<file path="src/rtl/sync_frame_capture.sv">
// Deserialises the WIDTH payload bits that follow a detector sync pulse, checks a
// trailing even-parity bit, and hands the word downstream over a double-buffered valid/ready port.
module sync_frame_capture #(
    parameter int WIDTH     = 8,
    parameter bit LSB_FIRST = 1'b1
) (
    input  logic             clk,
    input  logic             rst,
    input  logic             data,
    input  logic             sync_hit,
    output logic [WIDTH-1:0] frame_data,
    output logic             frame_valid,
    input  logic             frame_ready,
    output logic             parity_err,
    output logic             overflow
);

    localparam int CW = $clog2(WIDTH);

    typedef enum logic [1:0] {
        IDLE,
        SHIFT,
        PARITY
    } state_t;

    state_t           state;
    logic [CW-1:0]    bit_cnt;
    logic [WIDTH-1:0] shift_reg;
    logic [WIDTH-1:0] shift_next;
    logic             run_par;

    always_comb begin
        shift_next = shift_reg;
        if (LSB_FIRST)
            shift_next = {data, shift_reg[WIDTH-1:1]};
        else
            shift_next = {shift_reg[WIDTH-2:0], data};
    end

    // The output register is the second buffer: a frame completing while it is still
    // occupied and not being accepted is dropped and flagged with a one-cycle overflow.
    always_ff @(posedge clk or posedge rst) begin
        if (rst) begin
            state       <= IDLE;
            bit_cnt     <= '0;
            shift_reg   <= '0;
            run_par     <= 1'b0;
            frame_data  <= '0;
            frame_valid <= 1'b0;
            parity_err  <= 1'b0;
            overflow    <= 1'b0;
        end else begin
            overflow <= 1'b0;
            if (frame_valid && frame_ready)
                frame_valid <= 1'b0;

            case (state)
                IDLE: begin
                    if (sync_hit) begin
                        state   <= SHIFT;
                        bit_cnt <= '0;
                        run_par <= 1'b0;
                    end
                end
                SHIFT: begin
                    shift_reg <= shift_next;
                    run_par   <= run_par ^ data;
                    bit_cnt   <= bit_cnt + 1'b1;
                    if (bit_cnt == CW'(WIDTH - 1))
                        state <= PARITY;
                end
                PARITY: begin
                    state <= IDLE;
                    if (!frame_valid || frame_ready) begin
                        frame_data  <= shift_reg;
                        parity_err  <= run_par ^ data;
                        frame_valid <= 1'b1;
                    end else begin
                        overflow <= 1'b1;
                    end
                end
                default: state <= IDLE;
            endcase
        end
    end

endmodule

</file>
<file path="config.mk">
export PLATFORM = sky130hd
export DESIGN_NAME = sync_frame_capture
export DESIGN_NICKNAME = d
export VERILOG_FILES = /design/src/rtl/sync_frame_capture.sv
export SDC_FILE = /design/constraint.sdc
export NUM_CORES = 1
export LEC_CHECK = 0
export ABC_AREA = 1
export BUFFER_PORTS_ARGS = -buffer_cell sky130_fd_sc_hd__buf_2
export CAP_MARGIN = 20
export CORE_ASPECT_RATIO = 2
export CORE_UTILIZATION = 35
export CTS_CLUSTER_SIZE = 24
export DETAILED_ROUTE_END_ITERATION = 8
export GPL_TIMING_DRIVEN = 0
export PLACE_DENSITY = 0.59
export SETUP_SLACK_MARGIN = 0.1
export SLEW_MARGIN = 20
export SYNTH_ARGS = -nofsm -noshare
export SYNTH_HDL_FRONTEND = slang
export SYNTH_SLANG_ARGS = --single-unit
</file>
<file path="constraint.sdc">
create_clock -name clk -period 1.3 [get_ports clk]
set_input_delay 0.13 -clock clk [delete_from_list [all_inputs] [get_ports clk]]
set_output_delay 0.13 -clock clk [all_outputs]
set_load 0.01 [all_outputs]
</file>
==> results.yml <==
run_status:
  status: "completed"
grt:
  grt-ovfl-total: 0
  grt_pass1_wl_um: 2980
  track_usage_pct: 13.5
  grt_max_degree: 26
  antenna_found_initial: 0
  first_global_vias: 707
routing:
  ant_nets: 0
  dr.pass1.iters: 4
  avgViaCountPerCell: 4.57
  wl_per_cell_um: 10.8
  initialDrtViolationCount: 20
  drc: 0
  vias: 750
  drt-total-wl_um: 1780
finish:
  nets: 143
  syn2layout_area_growth_pct: 15.2
  n_antenna_cell: 0
  drive_gt1_share_pct: 20.7
setup_path:
  crit_family: "adder cells"
  path_cells: "ha_1 > ha_1 > nand2_1 > nand2_1"
  crit_path_end_kind: "register"
  cp.buffers_inverters: 0
  startpoint_type: "register"
  cpPeakStageDelay_ns: 0.40
  cp.required_ns: 1.47
  crit_type: "reg -> reg"
  arrival_ns: 1.24
  crit_path_max_fanout: 3
  slowest_stage: "dfrtp_1"
sta:
  min_period_ns: 1.07
  fmax_mhz: 931
  finClkSkew_ns: 0.00158
  setup_viol: 0
  finalMaxSlewViolations: 0
  slew_headroom_pct: 38.5
  worst_pin_slew_ns: 0.921
  rsz0062_at_grt: "no"
  fin_crit_sh_pct: 82.7
  hold_viol_final: 0
  tns_ns: 0
  fin_ws_ns: 0.225
placement:
  port_buffers: 15
  gp_congestion: 0.713
  dp_hpwl_um: 1300
  dpl_worst_slack_ns: 0.234
cts:
  clockBufferDepth: 2
  cts_tree: "built"
  cts.htree.levels: 1
  cts_root_buffer: "clkbuf_8"
  post_cts_buffers: 0
  clk_pin_slew_worst_paths_ns: 0.08
  clk_latency_ns: 0.27
  cts_buffers: 3
  cts_num_sinks: 25
  cts-resized-gates: 0
  cts_hold_buffers: 0
floorplanning:
  die_area_sq_um: 3200
  core_area_sq_um: 2770
  die_w_um: 40.5
  fp-row-count: 27
  start_util_pct: 37.5
  io_pins: 16
  die_h_um: 79.0
power:
  clkPwrFrac_pct: 17.7
  p_seq_share_pct: 49.9
  power_frac_comb_pct: 32.4
  power_density_nw_per_um2: 2150
  p_int_mw: 1.64
  swShare_pct: 36.2
  power_leakage_nw: 0.686
  vdd_drop_max_uv: 969
  p_sw_uw: 931
yosys:
  synth_area_leaders: "dfrtp_1 60%, nand2_1 21%, nand3_1 4.3%"
  synth_top_area_share_pct: 60.2
  synth_cell_types: 15
  syn_area_per_cell_sq_um: 8.95
  syn_inst: 116
  syn_nets: 123
  ys_seq_area_share_pct: 60.2
  synth_seq_cells: 25
  synth_largest_area_cell: "dfrtp_1"
  syn-cell-area_sq_um: 1040
  yosysWarnings: 0
job:
  cap_violations: 0
hold_path:
  worstHoldPathType: "in -> async"
[metal layers]
metal  GRT usage [%]  share of wire (%)
met1            14.5                 44
met5               0                  0
met4            9.00                3.3
met3            1.68                2.1
met2            22.5                 51
[synthesized netlist by cell type]
library cell,count
inv_1,7
o21ai_1,1
or2_1,1
buf_6,1
o21ai_2,2
nor2_1,4
dfrtp_1,25
nand2_1,58
inv_2,2
nor2_4,1
buf_4,1
ha_1,2
nand3_1,9
nand2_2,1
nand2_4,1
[per-stage QoR]
step / instance area [sq um] / power [mW] / instances / util [%] / hold WS (ns)
4_1_cts: 1200 / 2.61 / 164 / 43.2 / 0.0998
5_1_grt: 1200 / 2.81 / 164 / 43.2 / 0.133
6_report: 1200 / 2.57 / 164 / 43.2 / 0.0443
3_5_place_dp: 1150 / 2.15 / 160 / 41.5 / 0.396
3_3_place_gp: 1150 / 2.12 / 160 / 41.5 / 0.370
2_1_floorplan: 1040 / 1.88 / 116 / - / 0.157
[logic make-up (layout without fill, tap and decap cells)]
family                   after synthesis  after routing  synth area share, %
buffers and inverters                 11             30                 5.06
AND/OR/NAND/NOR                       75             75                 30.1
flip-flops                            25             25                 60.2
adder cells (fa/ha/maj)                2              2                 2.41
AO/OA/AOI/OAI                          3              3                 2.17
[area by class of cell]
class                      instances  area [sq um]
clock inverter                     1          5.00
tap                               29          36.3
clock buffer                       3          41.3
buffer                             2          18.8
sequential                        25           626
fill                             283          1570
multi-input combinational         80           360
inverter                           9          33.8
timing repair buffer              15          75.1
[worst paths after layout]
| kind | slack [ns] | depth (start not counted) | endpoint | start |
|---|---|---|---|---|
| worst max-delay path | 0.23 | 4 | bit_cnt[2]$_DFFE_PP0P_ | bit_cnt[0]$_DFFE_PP0P_ |
| worst min-delay path | 0.04 | 2 | overflow$_DFF_PP0_ | rst |
| worst max register to register | 0.23 | 4 | bit_cnt[2]$_DFFE_PP0P_ | bit_cnt[0]$_DFFE_PP0P_ |
| worst min register to register | 0.47 | 2 | frame_data[6]$_DFFE_PP0P_ | frame_data[6]$_DFFE_PP0P_ |
| max in group asynchronous | 0.69 | 2 | frame_data[0]$_DFFE_PP0P_ | rst |
| min in group clk | 0.13 | 3 | state[0]$_DFFE_PP0P_ | sync_hit |
[power groups by stage]
stage,clock [mW],sequential [mW],combinational [mW]
after floorplan,0,1.33,0.557
after global placement,0,1.28,0.832
after detailed placement,0,1.30,0.849
after CTS,0.477,1.28,0.852
after global routing,0.500,1.34,0.972
final,0.456,1.28,0.831
[placed cells by master (no fill, tap or decap)]
| master | count |
|---|---|
| nand2_1 | 58 |
| clkbuf_8 | 3 |
| buf_2 | 15 |
| nand2_4 | 1 |
| nor2_1 | 4 |
| nand2_2 | 1 |
| o21ai_1 | 1 |
| inv_2 | 2 |
| inv_1 | 7 |
| buf_4 | 1 |
| ha_1 | 2 |
| or2_1 | 1 |
| nand3_1 | 9 |
| dfrtp_1 | 25 |
| clkinv_2 | 1 |
| o21ai_2 | 2 |
| buf_6 | 1 |
| nor2_4 | 1 |
(Power assumes the default switching activity.)
